### src/rtl/pixel_sequencer_if.sv
// Phase-control and row-select bundle between the frame sequencer and the pixel array.
interface pixel_sequencer_if #(
  parameter int unsigned ADC_BITS = 8,
  parameter int unsigned NUM_ROWS = 2
);
  logic                start;
  logic                erase;
  logic                expose;
  logic                convert;
  logic [ADC_BITS-1:0] adcCode;
  logic                readEn;
  logic [NUM_ROWS-1:0] rowSel;
  logic                frameDone;

  modport master (
    input  start,
    output erase, expose, convert, adcCode, readEn, rowSel, frameDone
  );

  modport slave (
    output start,
    input  erase, expose, convert, adcCode, readEn, rowSel, frameDone
  );
endinterface

### src/rtl/pixel_sequencer.sv
// Frame controller: erase, expose, ramp-ADC convert, then one-hot row readout.
module pixel_sequencer #(
  parameter int unsigned ERASE_CYCLES  = 5,
  parameter int unsigned EXPOSE_CYCLES = 255,
  parameter int unsigned ADC_BITS      = 8,
  parameter bit          GRAY_CODE     = 1'b1,
  parameter int unsigned NUM_ROWS      = 2,
  parameter int unsigned READ_CYCLES   = 2
) (
  input  logic                clk,
  input  logic                reset,
  pixel_sequencer_if.master   bus
);

  function automatic int unsigned max2(input int unsigned a, input int unsigned b);
    return (a > b) ? a : b;
  endfunction

  localparam int unsigned CONV_CYCLES = 32'd1 << ADC_BITS;
  localparam int unsigned MAX_CYC     = max2(max2(ERASE_CYCLES, EXPOSE_CYCLES),
                                             max2(CONV_CYCLES, READ_CYCLES));
  localparam int unsigned CNT_W       = (MAX_CYC > 1) ? $clog2(MAX_CYC) : 1;
  localparam int unsigned ROW_W       = (NUM_ROWS > 1) ? $clog2(NUM_ROWS) : 1;

  typedef enum logic [2:0] {
    S_IDLE, S_ERASE, S_EXPOSE, S_CONVERT, S_READ, S_DONE
  } state_t;

  state_t              state, state_nxt;
  logic [CNT_W-1:0]    cnt, cnt_nxt;
  logic [ROW_W-1:0]    row, row_nxt;
  logic [ADC_BITS-1:0] bin_code;

  logic                erase_nxt, expose_nxt, convert_nxt, read_en_nxt, frame_done_nxt;
  logic [ADC_BITS-1:0] adc_code_nxt;
  logic [NUM_ROWS-1:0] row_sel_nxt;

  // Next state and counters; the phase counter restarts at 0 on every phase entry.
  always_comb begin
    state_nxt = state;
    cnt_nxt   = cnt;
    row_nxt   = row;
    case (state)
      S_IDLE: begin
        if (bus.start) begin
          state_nxt = S_ERASE;
          cnt_nxt   = '0;
        end
      end
      S_ERASE: begin
        if (cnt == CNT_W'(ERASE_CYCLES - 1)) begin
          state_nxt = S_EXPOSE;
          cnt_nxt   = '0;
        end else begin
          cnt_nxt = cnt + CNT_W'(1);
        end
      end
      S_EXPOSE: begin
        if (cnt == CNT_W'(EXPOSE_CYCLES - 1)) begin
          state_nxt = S_CONVERT;
          cnt_nxt   = '0;
        end else begin
          cnt_nxt = cnt + CNT_W'(1);
        end
      end
      S_CONVERT: begin
        if (cnt == CNT_W'(CONV_CYCLES - 1)) begin
          state_nxt = S_READ;
          cnt_nxt   = '0;
          row_nxt   = '0;
        end else begin
          cnt_nxt = cnt + CNT_W'(1);
        end
      end
      S_READ: begin
        if (cnt == CNT_W'(READ_CYCLES - 1)) begin
          cnt_nxt = '0;
          if (row == ROW_W'(NUM_ROWS - 1)) begin
            state_nxt = S_DONE;
            row_nxt   = '0;
          end else begin
            row_nxt = row + ROW_W'(1);
          end
        end else begin
          cnt_nxt = cnt + CNT_W'(1);
        end
      end
      S_DONE: begin
        cnt_nxt   = '0;
        row_nxt   = '0;
        state_nxt = bus.start ? S_ERASE : S_IDLE;
      end
      default: begin
        state_nxt = S_IDLE;
        cnt_nxt   = '0;
        row_nxt   = '0;
      end
    endcase
  end

  // Outputs decoded from the next state so each register lines up with its phase.
  always_comb begin
    erase_nxt      = (state_nxt == S_ERASE);
    expose_nxt     = (state_nxt == S_EXPOSE);
    convert_nxt    = (state_nxt == S_CONVERT);
    read_en_nxt    = (state_nxt == S_READ);
    frame_done_nxt = (state_nxt == S_DONE);
    bin_code       = ADC_BITS'(cnt_nxt);
    adc_code_nxt   = '0;
    row_sel_nxt    = '0;
    if (state_nxt == S_CONVERT) begin
      adc_code_nxt = GRAY_CODE ? (bin_code ^ (bin_code >> 1)) : bin_code;
    end
    if (state_nxt == S_READ) begin
      row_sel_nxt = NUM_ROWS'(1) << row_nxt;
    end
  end

  always_ff @(posedge clk) begin
    if (reset) begin
      state         <= S_IDLE;
      cnt           <= '0;
      row           <= '0;
      bus.erase     <= 1'b0;
      bus.expose    <= 1'b0;
      bus.convert   <= 1'b0;
      bus.adcCode   <= '0;
      bus.readEn    <= 1'b0;
      bus.rowSel    <= '0;
      bus.frameDone <= 1'b0;
    end else begin
      state         <= state_nxt;
      cnt           <= cnt_nxt;
      row           <= row_nxt;
      bus.erase     <= erase_nxt;
      bus.expose    <= expose_nxt;
      bus.convert   <= convert_nxt;
      bus.adcCode   <= adc_code_nxt;
      bus.readEn    <= read_en_nxt;
      bus.rowSel    <= row_sel_nxt;
      bus.frameDone <= frame_done_nxt;
    end
  end

endmodule

### src/flat_wrapper.sv
// flat-port wrapper written by rule: the top's interface ports become plain ports
module pixel_sequencer_flat 
#(
  parameter int unsigned ERASE_CYCLES  = 5,
  parameter int unsigned EXPOSE_CYCLES = 255,
  parameter int unsigned ADC_BITS      = 8,
  parameter bit          GRAY_CODE     = 1'b1,
  parameter int unsigned NUM_ROWS      = 2,
  parameter int unsigned READ_CYCLES   = 2
)
  (clk, reset, bus_start, bus_erase, bus_expose, bus_convert, bus_adcCode, bus_readEn, bus_rowSel, bus_frameDone);
  pixel_sequencer_if #(.ADC_BITS(ADC_BITS), .NUM_ROWS(NUM_ROWS)) bus_i ();
  input  logic clk;
  input  logic reset;
  input wire logic [$bits(bus_i.start)-1:0] bus_start;
  output wire logic [$bits(bus_i.erase)-1:0] bus_erase;
  output wire logic [$bits(bus_i.expose)-1:0] bus_expose;
  output wire logic [$bits(bus_i.convert)-1:0] bus_convert;
  output wire logic [$bits(bus_i.adcCode)-1:0] bus_adcCode;
  output wire logic [$bits(bus_i.readEn)-1:0] bus_readEn;
  output wire logic [$bits(bus_i.rowSel)-1:0] bus_rowSel;
  output wire logic [$bits(bus_i.frameDone)-1:0] bus_frameDone;
  assign bus_i.start = bus_start;
  assign bus_erase = bus_i.erase;
  assign bus_expose = bus_i.expose;
  assign bus_convert = bus_i.convert;
  assign bus_adcCode = bus_i.adcCode;
  assign bus_readEn = bus_i.readEn;
  assign bus_rowSel = bus_i.rowSel;
  assign bus_frameDone = bus_i.frameDone;
  pixel_sequencer #(.ERASE_CYCLES(ERASE_CYCLES), .EXPOSE_CYCLES(EXPOSE_CYCLES), .ADC_BITS(ADC_BITS), .GRAY_CODE(GRAY_CODE), .NUM_ROWS(NUM_ROWS), .READ_CYCLES(READ_CYCLES)) u_core (.clk(clk), .reset(reset), .bus(bus_i));
endmodule
### config.mk
export PLATFORM = sky130hd
export DESIGN_NAME = pixel_sequencer_flat
export DESIGN_NICKNAME = d
export VERILOG_FILES = /design/src/rtl/pixel_sequencer_if.sv /design/src/rtl/pixel_sequencer.sv /design/src/flat_wrapper.sv
export SDC_FILE = /design/constraint.sdc
export NUM_CORES = 1
export LEC_CHECK = 0
export BUFFER_PORTS_ARGS = -buffer_cell sky130_fd_sc_hd__buf_4
export CORE_MARGIN = 2
export CORE_UTILIZATION = 50
export DETAILED_ROUTE_END_ITERATION = 7
export PLACE_DENSITY = 0.83
export SETUP_SLACK_MARGIN = 0.1
export SLEW_MARGIN = 20
export SYNTH_ARGS = -nofsm -noshare
export SYNTH_HDL_FRONTEND = slang
export SYNTH_SLANG_ARGS = --single-unit
### constraint.sdc
create_clock -name clk -period 2.24 [get_ports clk]
set_clock_uncertainty 0.05 [all_clocks]
set_input_delay 0.448 -clock clk [delete_from_list [all_inputs] [get_ports clk]]
set_output_delay 0.448 -clock clk [all_outputs]
set_load 0.05 [all_outputs]
# After elaboration in Yosys (flattened, before gate mapping)

Cells that the tools add are included.

Bits in registers: 27
Bits in latches: 0
RAM bits: 0
Memory bits (read-only): 0
Input port bits: 3
Output and inout bits: 15
Logic and storage cells: 52
Memories kept: 0

Add/subtract/negate cells: 2
Multiply operators: 0
Divide/modulo/power cells: 0
Order comparisons: 0
Equal/unequal tests: 14
Shift-type cells: 1
Muxes and demuxes: 18
Bitwise logic cells: 3
Reductions and logical operators: 4

Operators with widths:

| kind                  | number |
|---|---|
| $mux W8               | 5 |
| $pmux W8 S5           | 1 |
| $mux W3               | 6 |
| $pmux W3 S6           | 1 |
| $eq A8 B8 Y1 const B  | 2 |
| $eq A3 B2 Y1 const B  | 4 |
| $eq A3 B3 Y1 const B  | 4 |
| $add A8 B1 Y8 const B | 1 |
| $eq A8 B1 Y1 const B  | 1 |
| $eq A8 B3 Y1 const B  | 1 |
| $xor A8 B7 Y8         | 1 |
| $eq A3 B1 Y1 const B  | 2 |
| $mux W1               | 4 |
| $reduce_or A2 Y1      | 2 |
| $logic_not A3 Y1      | 1 |
| $pmux W1 S3           | 1 |
| $reduce_or A3 Y1      | 1 |
| $not A1 Y1            | 2 |
| $shl A1 B1 Y2 const A | 1 |
| $add A1 B1 Y1 const B | 1 |

# Longest topological paths before layout

Gate-level depths: netlist (run 1).

Depth after elaboration: 6
Depth in mapped cells: 9
Mapped depth without buffers: 8

# Worst setup path after synthesis (run 1)

No wires, ideal clock.

Kind: flip-flop to flip-flop
From: register u_core.cnt[1]
To: register u_core.bus.adcCode[4]
Library setup time: 0.121 ns
Data arrival time: 1.986 ns
Required time: 2.069 ns
Setup slack: 0.083 ns
Cell stages (with the launch flop): 9
Path buffers: 0
Period minus slack after synthesis: 2.157 ns
Path through: dfxtp_1 > inv_1 > ha_1 > or4b_1 > o21ai_2 > nand4_2 > a221o_1 > a211oi_1 > nor3_1

Cells in the longest elaborated chain, start to end: 6
Elaborated cells on any way between the ends: 19
Classes of those cells: add/sub: 1; eq/ne: 5; mux: 10; bitwise: 2; reduce/logical: 1

Ends and longest elaborated chain:

| element                                               | line                     | RTL |
|---|---|---|
| from (decl)                                           | pixel_sequencer.sv:30    | `logic [CNT_W-1:0] cnt, cnt_nxt;` |
| from (signal assigned)                                | pixel_sequencer.sv:133   | `cnt <= cnt_nxt;` |
| branches (longest 6 deep; another with $add A8 B1 Y8) | -                        |  |
| to (signal assigned)                                  | pixel_sequencer.sv:138   | `bus.adcCode <= adc_code_nxt;` |
| to (decl)                                             | pixel_sequencer_if.sv:17 | `output erase, expose, convert, adcCode, readEn, rowSel, frameDone` |

Several ways; the timed one is not identified.
A chain may end at the register's enable or synchronous reset.

# Worst setup path after layout (run 1)

From: register u_core.cnt[1]
To: register u_core.bus.adcCode[2]

Same word-level chain as after synthesis.

==> out/qor.yml, run 1 <==
outcome:
  status: "finished clean"
logic_synthesis:
  syn-cell-area_mm2: 0.00144
  yosysTopAreaCellShare: 0.377
  async_reset_ff_frac: 0
  seq_area_frac_synth: 0.377
  synth_cell_type_count: 54
  syn_nets: 169
  yosysMostFrequentCell: "dfxtp_1"
  netlist_top_cells_area: "dfxtp_1 (38%), nor2_1 (5.2%), nor3b_1 (4.7%)"
  synth_cells: 162
  syn-mean-instance-area_um2: 8.86
  synth_edf_count: 0
  synth_commonest_cells: "dfxtp_1 (27), nor2_1 (20), a21oi_1 (11)"
  yosys_most_used_dff: "dfxtp_1"
  yosys_warnings: 0
  yosysTopAreaCell: "dfxtp_1"
  ys_ff_latch: 27
timing:
  slew_violations: 0
  setup_viol: 0
  worst_pin_slew_ns: 0.366
  fin_crit_ns: 2.24
  timing.fmax_mhz: 447
  final-hold-violation-count: 0
  fin_crit_sh: 0.998
  relSlewSlack: 0.755
  fin_ws_ns: 0.00360
  rsz0062_at_grt: "yes"
job:
  drv_cap: 0
critical_path:
  cpMaxStageDelayCell: "or4b_4"
  crit_chain: "inv_2 > ha_4 > or4b_4 > o21ai_4 > nand4_4 > buf_6 > buf_6 > a21oi_4 > nand3b_1 > a21oi_2"
  worstPathRequired_ns: 2.46
  crit_buf_inv: 3
  path_class: "flop to flop"
  crit_fanout: 6
  cp-start-kind: "flop"
  worst_path_most_repeated_cell: "buf_6"
  end_kind: "flop"
  crit_arrival_ns: 2.45
  crit_family: "simple AND/OR/NAND/NOR gates"
  critical-path-max-stage-delay_ns: 0.48
routing:
  finalWirelength_mm: 4.42
  via_per_inst: 6.32
  drtPass1Iterations: 6
  wl_per_cell_um: 18.6
  drc: 0
  vias: 1499
  initialDrtViolationCount: 54
  detail-route-antenna-nets: 0
placed_design:
  dpl_worst_slack_ns: -0.102
  port_buffers: 17
  placed_area_mm2: 0.00168
  gp_congestion: 0.943
  dpl.hpwl_mm: 2.48
power_and_ir_drop:
  ir_drop_uv: 340
  power_density_mw_per_mm2: 434
  leakage_nw: 0.795
global_routing:
  antenna_found_initial: 0
  track_usage: 0.256
  grt_max_degree: 17
  grt.overflow.total: 0
  grt_pass1_wl_mm: 6.50
  grt_pass1_vias: 1386
die:
  start_util: 0.525
  boundaryPins: 18
  num_rows: 19
  die_y_um: 57.6
  die_area_mm2: 0.00331
  dieWidth_um: 57.6
  design.core.area_mm2: 0.00273
clock_network:
  cts-root-buf: "clkbuf_4"
  cts_tree: "built"
  insertion_delay_ns: 0.35
  h-tree-depth: 1
  numCtsBuffers: 3
  clk_path_buf_depth: 2
  clock_sinks: 27
  ctsHoldBuffers: 0
  path_clk_slew_ns: 0.15
min_path:
  hold_class: "input pin to flop"
layout:
  drive_above_1_share: 0.490
  fin_area_mm2: 0.00208
  diodes: 0
  fin_util: 0.762
  synthToLayoutAreaGrowth_pct: 45.2
  final_nets: 214
sequential cells by signal, indices dropped and copies added (netlist names):
signal / count
u_core.bus.rowSel: 2
u_core.bus.expose: 1
u_core.bus.frameDone: 1
u_core.bus.adcCode: 8
u_core.cnt: 8
u_core.bus.convert: 1
u_core.bus.readEn: 1
u_core.row: 1
u_core.bus.erase: 1
u_core.state: 3
kinds of logic after synthesis:
kind of cell             synth area share
XOR/XNOR                           0.0122
flip-flops                          0.377
AO/OA/AOI/OAI                       0.217
buffers and inverters              0.0715
AND/OR/NAND/NOR                     0.288
adder cells (fa/ha/maj)            0.0349
placed cells by master, fill, tap and decap left out, types with 2 or more instances in the layout:
master / instances
a211o_1: 2
a211oi_2: 2
a21oi_1: 6
a21oi_2: 3
a21oi_4: 2
a221oi_4: 2
buf_4: 44
buf_6: 5
clkbuf_4: 3
dfxtp_1: 23
dfxtp_2: 3
ha_4: 2
inv_1: 4
nand2_1: 8
nand2b_1: 3
nand2b_4: 2
nand3_1: 3
nand3b_1: 2
nor2_1: 19
nor2b_1: 3
nor3_1: 2
nor3_2: 2
nor3b_1: 4
nor3b_2: 5
o211ai_1: 3
o21ai_0: 3
o21ai_1: 2
o21ai_2: 3
o21ai_4: 4
power breakdown:
part	internal [mW]	switching, mW
registers	0.487	0.0102
clock network	0.0688	0.161
logic	0.0844	0.0934
path summary, 6_finish.rpt:
kind | startpoint | end | slack (ns) | depth (start not counted)
hold / removal | reset | u_core.state[0] | 0.34 | 2
hold reg to reg | u_core.cnt[0] | u_core.bus.adcCode[0] | 0.53 | 2
setup reg to reg | u_core.cnt[1] | u_core.bus.adcCode[2] | 0.004 | 10
setup / recovery | u_core.cnt[1] | u_core.bus.adcCode[2] | 0.004 | 10
cell type report:
cell class | instances | area [um2]
clock buffers | 3 | 22.5
flip-flops and latches | 27 | 548
clock inverters | 1 | 7.51
fillers | 166 | 651
well taps | 31 | 38.8
multi-input cells | 121 | 1060
repair buffers | 49 | 387
inverters | 5 | 18.8
per-stage QoR:
step                      total power [mW]  cells  setup TNS, ns  hold WS, ns
after floorplan                      0.570    162              0        0.470
after global placement               0.600    222        -0.0311        0.504
after detailed placement             0.605    222         -0.441        0.538
after CTS                            0.862    233              0        0.331
after global routing                 0.929    237         -0.366        0.342
final                                0.905    237              0        0.339
per-layer routing:
layer  share of wire  global-route usage  up-vias
met5               0                   0        -
met4           0.035               0.153        0
met2            0.51               0.409       77
met3           0.055              0.0499       21
li1                -                   -      677
met1            0.40               0.318      724
what timing repair did:
item	CTS	global route
pin swaps	8	15
gates cloned	1	0
buffers inserted	6	4
resized for setup	29	34
setup endpoints to repair	15	22
worst register-to-register path, cell delays in order (launching register included):
cell,delay (ns)
dfxtp_2,0.36
inv_2,0.08
ha_4,0.13
or4b_4,0.48
o21ai_4,0.23
nand4_4,0.17
buf_6,0.19
buf_6,0.12
a21oi_4,0.15
nand3b_1,0.15
a21oi_2,0.06
Note: power is estimated with default switching activity, not from simulation.
==> inputs of run 2 (changes only) <==
--- a/config.mk
+++ b/config.mk
@@ -6,6 +6,7 @@
 export NUM_CORES = 1
 export LEC_CHECK = 0
 export BUFFER_PORTS_ARGS = -buffer_cell sky130_fd_sc_hd__buf_4
+export CORE_ASPECT_RATIO = 0.6
 export CORE_MARGIN = 2
 export CORE_UTILIZATION = 50
 export DETAILED_ROUTE_END_ITERATION = 7
==> out/qor.yml, run 2 (synthesized netlist as in run 1, its figures left out) <==
routing:
  initialDrtViolationCount: 188
  drc: 0
  detail-route-antenna-nets: 0
  via_per_inst: 6.38
  drtPass1Iterations: 5
  finalWirelength_mm: 4.73
  wl_per_cell_um: 19.9
  vias: 1519
clock_network:
  clock_sinks: 27
  path_clk_slew_ns: 0.09
  insertion_delay_ns: 0.27
  cts_tree: "built"
  numCtsBuffers: 3
  cts-root-buf: "clkbuf_8"
  h-tree-depth: 1
  clk_path_buf_depth: 2
power_and_ir_drop:
  ir_drop_uv: 260
  power_density_mw_per_mm2: 465
  total_power_uw: 941
  netSwitchingFraction: 0.262
  power_frac_seq: 0.526
  power_frac_comb: 0.178
  p_sw_uw: 246
  leakage_nw: 0.787
  clockPowerShare: 0.295
  p_int_uw: 694
global_routing:
  grt_pass1_wl_mm: 6.36
  antenna_found_initial: 0
  grt.overflow.total: 0
  grt_pass1_vias: 1379
  grt_max_degree: 15
  track_usage: 0.254
layout:
  fin_area_mm2: 0.00202
  final_nets: 214
  final_common_cell: "buf_4"
  fin_util: 0.775
  synthToLayoutAreaGrowth_pct: 41.0
  final_cell_mix: "buf_4 (45), nor2_1 (19), dfxtp_1 (19), a21oi_1 (9), nand2_1 (7)"
  largestRegisters: "u_core.bus.adcCode (8), u_core.cnt (8), u_core.state (3)"
  fin_cells: 238
  drive_above_1_share: 0.461
  diodes: 0
critical_path:
  crit_chain: "inv_2 > buf_4 > ha_1 > nand4bb_1 > o21ai_4 > buf_4 > nand4_4 > a221o_1 > a211oi_2 > nor3_2"
  r2r_start: "u_core.cnt[1]"
  cpMaxStageDelayCell: "a221o_1"
  worst_path_most_repeated_cell: "buf_4"
  path_class: "flop to flop"
  critical-path-max-stage-delay_ns: 0.39
  crit_arrival_ns: 2.46
  crit_fanout: 5
  crit_start: "u_core.cnt[1]"
  crit_buf_inv: 3
  cp-start-kind: "flop"
  worstRegToRegCells: 10
  reg2reg_to: "u_core.bus.adcCode[3]"
  worstPathRequired_ns: 2.35
  crit_family: "compound AO/OA/AOI/OAI gates"
  end_kind: "flop"
  reg2reg_setup_slack_ns: -0.11
timing:
  worst_pin_slew_ns: 0.435
  slew_violations: 0
  fin_crit_sh: 1.05
  final-hold-violation-count: 0
  timing.fmax_mhz: 425
  relSlewSlack: 0.706
  fin_ws_ns: -0.111
  finalSetupTns_ns: -0.195
  rsz0062_at_grt: "yes"
  fin_crit_ns: 2.35
  fin_hold_ws_ns: 0.404
  setup_viol: 4
die:
  num_rows: 14
  die_area_mm2: 0.00333
  design.core.area_mm2: 0.00261
  die_y_um: 45.5
  dieWidth_um: 73.2
  boundaryPins: 18
  start_util: 0.550
outcome:
  status: "finished, violations left"
  violations: "setup timing"
min_path:
  worstHoldStart: "reset"
  min_path_cells: 2
  whs_endpoint: "u_core.state[0]"
  hold_class: "input pin to flop"
placed_design:
  dpl_worst_slack_ns: -0.190
  gp_congestion: 0.881
  port_buffers: 17
  placed_area_mm2: 0.00162
  dpl.hpwl_mm: 2.41
  place_inst: 214
job:
  drv_cap: 0
-- run 2: worst max path at each step --
stage / slack, ns / cells after the start / end
after floorplan: 0.08 / 8 / u_core.bus.adcCode[4]
after global placement: -0.02 / 7 / u_core.bus.adcCode[4]
after detailed placement: -0.19 / 7 / u_core.bus.adcCode[4]
after CTS: -0.004 / 9 / u_core.bus.adcCode[3]
after global routing: -0.19 / 10 / u_core.bus.adcCode[3]
final: -0.11 / 10 / u_core.bus.adcCode[3]
-- run 2: layer usage --
| metal | track usage | wire length [um] | up-vias |
|---|---|---|---|
| li1 | - | - | 686 |
| met1 | 0.318 | 1990 | 723 |
| met2 | 0.418 | 2210 | 93 |
| met3 | 0.0819 | 431 | 17 |
| met4 | 0.0889 | 110 | 0 |
| met5 | 0 | 0 | - |
-- run 2: power groups by stage --
| stage | clock network (mW) | logic [mW] | registers, mW |
|---|---|---|---|
| after floorplan | 0 | 0.0643 | 0.506 |
| after CTS | 0.284 | 0.134 | 0.495 |
| after global routing | 0.314 | 0.176 | 0.496 |
| after detailed placement | 0 | 0.0993 | 0.505 |
| after global placement | 0 | 0.0986 | 0.503 |
| final | 0.278 | 0.168 | 0.495 |
-- run 2: final cells by class --
type / count / area (um2)
fill: 169 / 587
tap: 32 / 40.0
multi-input combinational: 122 / 992
timing repair buffer: 48 / 372
sequential: 27 / 556
inverter: 5 / 18.8
clock buffer: 4 / 45.0
-- run 2: what timing repair did --
| action | CTS | global route |
|---|---|---|
| setup endpoints to repair | 12 | 20 |
| pin swaps | 10 | 9 |
| buffers inserted | 9 | 9 |
| gates resized for setup | 27 | 23 |
| hold buffers | 0 | 0 |
| endpoints found under the hold margin | 0 | 0 |
| gates cloned | 2 | 0 |
